--- src/rtl/iwdg_cfg_master.sv ---
// Wishbone master that unlocks, configures and starts an IWDG, then refreshes it
// periodically until told to stop. Any bus error or exhausted retry/poll budget is fatal.
module iwdg_cfg_master #(
  parameter logic [31:0] BASE_ADR       = 32'h0100_0000,
  parameter int          GRL            = 1,
  parameter int          REFRESH_CYCLES = 1000,
  parameter int          MAX_RETRY      = 3,
  parameter int          ST_POLL_MAX    = 255
) (
  input  logic              clk_m2s,
  input  logic              rst_m2s,
  input  logic              start,
  input  logic              stop,
  input  logic [2:0]        pr_val,
  input  logic [11:0]       rlr_val,
  output logic [31:0]       adr_m2s,
  output logic [31:0]       dat_m2s,
  output logic [GRL:0]      sel_m2s,
  output logic              we_m2s,
  output logic              cyc_m2s,
  output logic              stb_m2s,
  output logic              lok_m2s,
  input  logic [31:0]       dat_s2m,
  input  logic              ack_s2m,
  input  logic              err_s2m,
  input  logic              rty_s2m,
  output logic              running,
  output logic              fault,
  output logic [15:0]       refresh_cnt
);

  localparam logic [31:0] KR_ADR  = BASE_ADR;
  localparam logic [31:0] PR_ADR  = BASE_ADR + 32'h4;
  localparam logic [31:0] RLR_ADR = BASE_ADR + 32'h8;
  localparam logic [31:0] ST_ADR  = BASE_ADR + 32'hC;

  localparam int WCW = (REFRESH_CYCLES > 2) ? $clog2(REFRESH_CYCLES) : 1;
  localparam int RCW = (MAX_RETRY > 0) ? $clog2(MAX_RETRY + 1) : 1;
  localparam int PCW = (ST_POLL_MAX > 0) ? $clog2(ST_POLL_MAX + 1) : 1;

  typedef enum logic [3:0] {
    S_IDLE, S_UNLOCK, S_WR_PR, S_WR_RLR, S_POLL_ST, S_START, S_WAIT, S_REFRESH, S_FAULT
  } state_e;

  state_e         state_q, state_d;
  logic           busy_q, busy_d;
  logic [2:0]     pr_q, pr_d;
  logic [11:0]    rlr_q, rlr_d;
  logic [RCW-1:0] retry_q, retry_d;
  logic [PCW-1:0] poll_q, poll_d;
  logic [WCW-1:0] wait_q, wait_d;
  logic           running_q, running_d;
  logic [15:0]    refresh_cnt_q, refresh_cnt_d;

  logic take_err, take_ack, take_rty;
  logic unused_st_hi;

  assign unused_st_hi = ^dat_s2m[31:2];

  // NOTE: state flops use non-blocking assignments so every flop samples the pre-edge values.
  always_ff @(posedge clk_m2s or posedge rst_m2s) begin
    if (rst_m2s) begin
      state_q       <= S_IDLE;
      busy_q        <= 1'b0;
      pr_q          <= '0;
      rlr_q         <= '0;
      retry_q       <= '0;
      poll_q        <= '0;
      wait_q        <= '0;
      running_q     <= 1'b0;
      refresh_cnt_q <= '0;
    end else begin
      state_q       <= state_d;
      busy_q        <= busy_d;
      pr_q          <= pr_d;
      rlr_q         <= rlr_d;
      retry_q       <= retry_d;
      poll_q        <= poll_d;
      wait_q        <= wait_d;
      running_q     <= running_d;
      refresh_cnt_q <= refresh_cnt_d;
    end
  end

  // Terminations only count while a strobe is out; err outranks ack, ack outranks rty.
  assign take_err = busy_q & err_s2m;
  assign take_ack = busy_q & ~err_s2m & ack_s2m;
  assign take_rty = busy_q & ~err_s2m & ~ack_s2m & rty_s2m;

  // NOTE: every signal gets a default before the case so no path leaves it unassigned (no latches).
  always_comb begin
    state_d       = state_q;
    busy_d        = busy_q;
    pr_d          = pr_q;
    rlr_d         = rlr_q;
    retry_d       = retry_q;
    poll_d        = poll_q;
    wait_d        = wait_q;
    running_d     = running_q;
    refresh_cnt_d = refresh_cnt_q;

    unique case (state_q)
      S_IDLE: begin
        if (start) begin
          state_d       = S_UNLOCK;
          busy_d        = 1'b1;
          pr_d          = pr_val;
          rlr_d         = rlr_val;
          retry_d       = '0;
          refresh_cnt_d = '0;
        end
      end
      S_WAIT: begin
        if (wait_q == '0) begin
          retry_d = '0;
          if (stop) begin
            state_d   = S_IDLE;
            running_d = 1'b0;
          end else begin
            state_d = S_REFRESH;
            busy_d  = 1'b1;
          end
        end else begin
          wait_d = wait_q - WCW'(1);
        end
      end
      S_FAULT: begin
        busy_d    = 1'b0;
        running_d = 1'b0;
      end
      default: begin
        if (!busy_q) begin
          busy_d = 1'b1;
        end else if (take_err) begin
          state_d   = S_FAULT;
          busy_d    = 1'b0;
          running_d = 1'b0;
        end else if (take_ack) begin
          busy_d  = 1'b0;
          retry_d = '0;
          unique case (state_q)
            S_UNLOCK: state_d = S_WR_PR;
            S_WR_PR:  state_d = S_WR_RLR;
            S_WR_RLR: begin
              state_d = S_POLL_ST;
              poll_d  = '0;
            end
            S_POLL_ST: begin
              if (dat_s2m[1:0] == 2'b00) begin
                state_d = S_START;
              end else if (poll_q == PCW'(ST_POLL_MAX)) begin
                state_d   = S_FAULT;
                running_d = 1'b0;
              end else begin
                poll_d = poll_q + PCW'(1);
              end
            end
            S_START: begin
              state_d   = S_WAIT;
              wait_d    = WCW'(REFRESH_CYCLES - 1);
              running_d = 1'b1;
            end
            S_REFRESH: begin
              state_d = S_WAIT;
              wait_d  = WCW'(REFRESH_CYCLES - 1);
              if (refresh_cnt_q != 16'hFFFF) refresh_cnt_d = refresh_cnt_q + 16'd1;
            end
            default: ;
          endcase
        end else if (take_rty) begin
          busy_d = 1'b0;
          if (retry_q == RCW'(MAX_RETRY)) begin
            state_d   = S_FAULT;
            running_d = 1'b0;
          end else begin
            retry_d = retry_q + RCW'(1);
          end
        end
      end
    endcase
  end

  // Bus fields are decoded from the state, so they stay stable for the whole transfer.
  always_comb begin
    adr_m2s = '0;
    dat_m2s = '0;
    we_m2s  = 1'b0;
    sel_m2s = '1;
    cyc_m2s = busy_q;
    stb_m2s = busy_q;
    lok_m2s = (state_q == S_UNLOCK) || (state_q == S_WR_PR) || (state_q == S_WR_RLR);
    if (busy_q) begin
      unique case (state_q)
        S_UNLOCK:  begin adr_m2s = KR_ADR;  dat_m2s = 32'h0000_5555;     we_m2s = 1'b1; end
        S_WR_PR:   begin adr_m2s = PR_ADR;  dat_m2s = {29'd0, pr_q};     we_m2s = 1'b1; end
        S_WR_RLR:  begin adr_m2s = RLR_ADR; dat_m2s = {20'd0, rlr_q};    we_m2s = 1'b1; end
        S_POLL_ST: begin adr_m2s = ST_ADR; end
        S_START:   begin adr_m2s = KR_ADR;  dat_m2s = 32'h0000_CCCC;     we_m2s = 1'b1; end
        S_REFRESH: begin adr_m2s = KR_ADR;  dat_m2s = 32'h0000_AAAA;     we_m2s = 1'b1; end
        default: ;
      endcase
    end
  end

  assign running     = running_q;
  assign fault       = (state_q == S_FAULT);
  assign refresh_cnt = refresh_cnt_q;

endmodule

--- config.mk ---
export PLATFORM = sky130hd
export DESIGN_NAME = iwdg_cfg_master
export DESIGN_NICKNAME = d
export VERILOG_FILES = /design/src/rtl/iwdg_cfg_master.sv
export SDC_FILE = /design/constraint.sdc
export NUM_CORES = 1
export LEC_CHECK = 0
export BUFFER_PORTS_ARGS = -buffer_cell sky130_fd_sc_hd__buf_2
export CORE_ASPECT_RATIO = 1.2
export CORE_MARGIN = 5
export CORE_UTILIZATION = 45
export DETAILED_ROUTE_END_ITERATION = 8
export PLACE_DENSITY = 0.82
export SLEW_MARGIN = 20
export SYNTH_ARGS = -nofsm -noshare
export SYNTH_HDL_FRONTEND = slang
export SYNTH_SLANG_ARGS = --single-unit
--- constraint.sdc ---
create_clock -name clk_m2s -period 2.2 [get_ports clk_m2s]
set_clock_uncertainty 0.05 [all_clocks]
set_input_delay 0.44 -clock clk_m2s [delete_from_list [all_inputs] [get_ports clk_m2s]]
set_output_delay 0.44 -clock clk_m2s [all_outputs]
set_load 0.1 [all_outputs]
==> results.py <==
metrics = {
    "min_path": {
        "holdPathStages": 3,
        "worstHoldEndpoint": "rlr_q[11]",
        "hold_start": "rlr_val[11]",
        "min_path_type": "primary input to flop",
    },
    "yosys": {
        "syn_avg_cell_area_um2": 8.28,
        "synth_edf_count": 0,
        "ys_types": 55,
        "async_flop_share_pct": 100,
        "netlist_instances": 456,
        "ys_warn_count": 0,
        "synth_ff_type": "dfrtp_1",
        "syn_area_um2": 3780,
        "yosysSeqAreaShare_pct": 37.8,
        "ys_seq_elements": 57,
    },
    "timing": {
        "holdWs_ns": 0.241,
        "drv_slew": 0,
        "max_slew_margin_pct": 60.3,
        "finalWorstSetupSlack_ns": -0.0347,
        "hold_violations": 0,
        "max_freq_ghz": 0.447,
        "tightest_slew_ns": 0.592,
        "rsz0062_at_grt": "yes",
        "period_needed_ns": 2.23,
        "min_period_over_period_pct": 102,
        "setup_viol": 10,
    },
    "placed_design": {
        "dp_hpwl_um": 7710,
        "place_area_um2": 4950,
        "port_buffers": 64,
        "place.gp.congestion": 0.955,
        "pre_cts_slack_ns": -0.0686,
    },
    "worst_setup_path": {
        "crit_arrival_ns": 2.41,
        "rrSetupSlack_ns": -0.03,
        "r2r-start": "wait_q[0]",
        "cp.required_ns": 2.37,
        "start_kind": "flop",
        "end_kind": "flop",
        "worstPathCellList": "inv_2, ha_4, or4b_4, o31a_1, a21o_1, nand4b_4, mux2_4",
        "cpPeakStageDelay_ns": 0.45,
        "cp_max_fo": 4,
        "rr_worst_depth": 7,
        "worstSetupPathType": "flop to flop",
        "cpMaxStageDelayCell": "or4b_4",
        "rr_endpoint": "state_q[3]",
    },
    "clocking": {
        "clock_path_buffers": 2,
        "clock_latency_ns": 0.35,
        "htree_levels": 3,
        "clk_pin_slew_ns": 0.07,
        "cts.sinks": 57,
        "clockRootBuffer": "clkbuf_8",
        "cts_tree": "yes",
        "cts_buffers": 9,
    },
    "floorplanning": {
        "std_cell_rows": 36,
        "die-area_um2": 10300,
        "die_w_um": 93.6,
        "die_y_um": 110,
        "ios": 142,
        "start_util_pct": 46.3,
        "core_um2": 8150,
    },
    "routing": {
        "remaining_drc_errors": 0,
        "first_pass_iters": 4,
        "drtIter0Drc": 188,
        "post_drt_via_cell_ratio": 5.17,
        "vias": 3603,
        "postRouteAntennaNets": 0,
        "routedWlPerCell_um": 15.4,
        "routed_wl_um": 10700,
    },
    "layout": {
        "post-route-util_pct": 67.2,
        "antennaDiodeCount": 0,
        "area_growth_pct": 45.1,
        "final_cell_area_um2": 5480,
        "finish.net_count": 637,
        "drive_gt1_share_pct": 38.9,
    },
    "global_route": {
        "grt_overflow": 0,
        "antenna_found_initial": 0,
        "track_usage_pct": 20.8,
        "grt_max_degree": 31,
        "grt_pass1_vias": 3567,
        "grt_pass1_wl_um": 17000,
    },
    "status": {
        "violations": "setup timing",
        "outcome": "finished, violations left",
    },
    "power": {
        "powerDensity_nw_per_um2": 1050,
        "leakage_nw": 2.49,
        "vdd_drop_max_mv": 0.698,
    },
    "flow_run": {
        "max_cap_violations": 0,
    },
}
[per-stage QoR]
stage          total power, mW  setup TNS (ns)  instances
2_1_floorplan             3.59           -2.55        501
3_3_place_gp              4.27         -0.0942        659
3_5_place_dp              4.35          -0.249        659
4_1_cts                   5.61          -0.123        689
5_1_grt                   6.04           -1.15        697
6_report                  5.74          -0.168        697
[worst max-delay path by stage]
stage	start	endpoint	depth (start not counted)	slack, ns
global route	wait_q[1]	state_q[3]	7	-0.11
floorplan	cyc_m2s	dat_m2s[1]	4	-0.45
detailed placement	wait_q[1]	state_q[3]	7	-0.07
finish	wait_q[0]	state_q[3]	7	-0.03
global placement	wait_q[0]	state_q[2]	7	-0.02
CTS	state_q[3]	dat_m2s[9]	7	-0.03
[final cells by class]
class	count	area [um^2]
clock inverters	5	55.1
inverters	11	47.5
fillers	613	2670
well taps	114	143
repair buffers	136	1290
clock buffers	11	141
multi-input cells	363	2370
flip-flops and latches	57	1440
[what timing repair did]
action	CTS	global route
hold buffers	1	0
pin swaps	7	8
setup endpoints to repair	18	24
endpoints found under the hold margin	11	0
cloned	0	1
setup buffers	14	7
gates resized for setup	26	12
[flip-flops by register name, summed over array words and instances (netlist names)]
name,cells
cyc_m2s,1
poll_q,8
pr_q,3
refresh_cnt,16
retry_q,2
rlr_q,12
running,1
state_q,4
wait_q,10
[where the power goes]
group / switching [mW] / internal (mW) / leakage, nW
sequential: 0.170 / 1.28 / 0.692
clock: 0.440 / 0.550 / 0.0953
combinational: 2.07 / 1.23 / 1.71
total: 2.68 / 3.06 / 2.49
[cells in the final DEF, fill, tap and decap left out, types with 4 or more instances in the layout]
cell type / instances
buf_2: 42
conb_1: 47
o21ai_0: 13
nor4_4: 5
inv_1: 6
nand4_1: 4
or3_1: 5
mux2i_1: 4
nand3_1: 14
nand2_1: 77
buf_4: 58
nand3b_1: 4
dfrtp_2: 14
buf_6: 8
and3_1: 8
nor4_1: 7
a21oi_1: 13
nor3_1: 14
nor2_1: 36
buf_12: 25
xnor2_1: 18
ha_1: 4
nor2_4: 13
dfrtp_1: 43
clkbuf_8: 10
mux2_4: 5
[logic make-up after synthesis]
kind of cell	after synthesis	share of synthesized area, %
xor gates and xnor gates	22	5.10
other	2	0.199
DFF	57	37.8
muxes	11	3.54
buffers and inverters	81	12.9
adders and majority gates	5	1.66
AOI/OAI and AO/OA	58	10.2
and+or+nand+nor	220	28.6
[layer usage]
layer  GRT usage [%]  share of wire (%)  vias up
met5               0                  0        -
met4            5.26                2.0        0
met3            4.75                5.5       20
met2            37.5                 53      118
met1            25.0                 39     1746
li1                -                  -     1719
[synth_stat cells (3+ instances only)]
cell	n	share of area, %
nand3_1	14	1.9
o211ai_1	3	0.60
nand4_1	4	0.66
a21oi_1	16	2.1
or3_1	6	0.99
nor2_1	52	5.2
inv_1	10	0.99
xnor2_1	19	4.4
nor3_1	17	2.3
mux2_4	4	1.6
nor4_1	11	1.8
or4_1	3	0.60
and3_1	8	1.3
a211oi_1	4	0.79
nor2b_1	3	0.50
xor2_1	3	0.70
nand2_1	78	7.8
dfrtp_1	57	38
nor4b_1	3	0.70
ha_1	5	1.7
clkbuf_1	17	1.7
o31ai_1	3	0.60
buf_2	3	0.40
nand3b_1	4	0.79
mux2_2	3	0.89
mux2i_1	4	1.1
o21ai_0	13	1.7
buf_4	48	9.5
[critical path, delay by kind of cell (launching register included)]
family	cells	cell delay, ns
muxes	1	0.33
buffers and inverters	1	0.08
AOI/OAI and AO/OA	2	0.47
adders and majority gates	1	0.11
DFF	1	0.40
and+or+nand+nor	2	0.68
No activity file was read; power rests on OpenSTA's default activity.
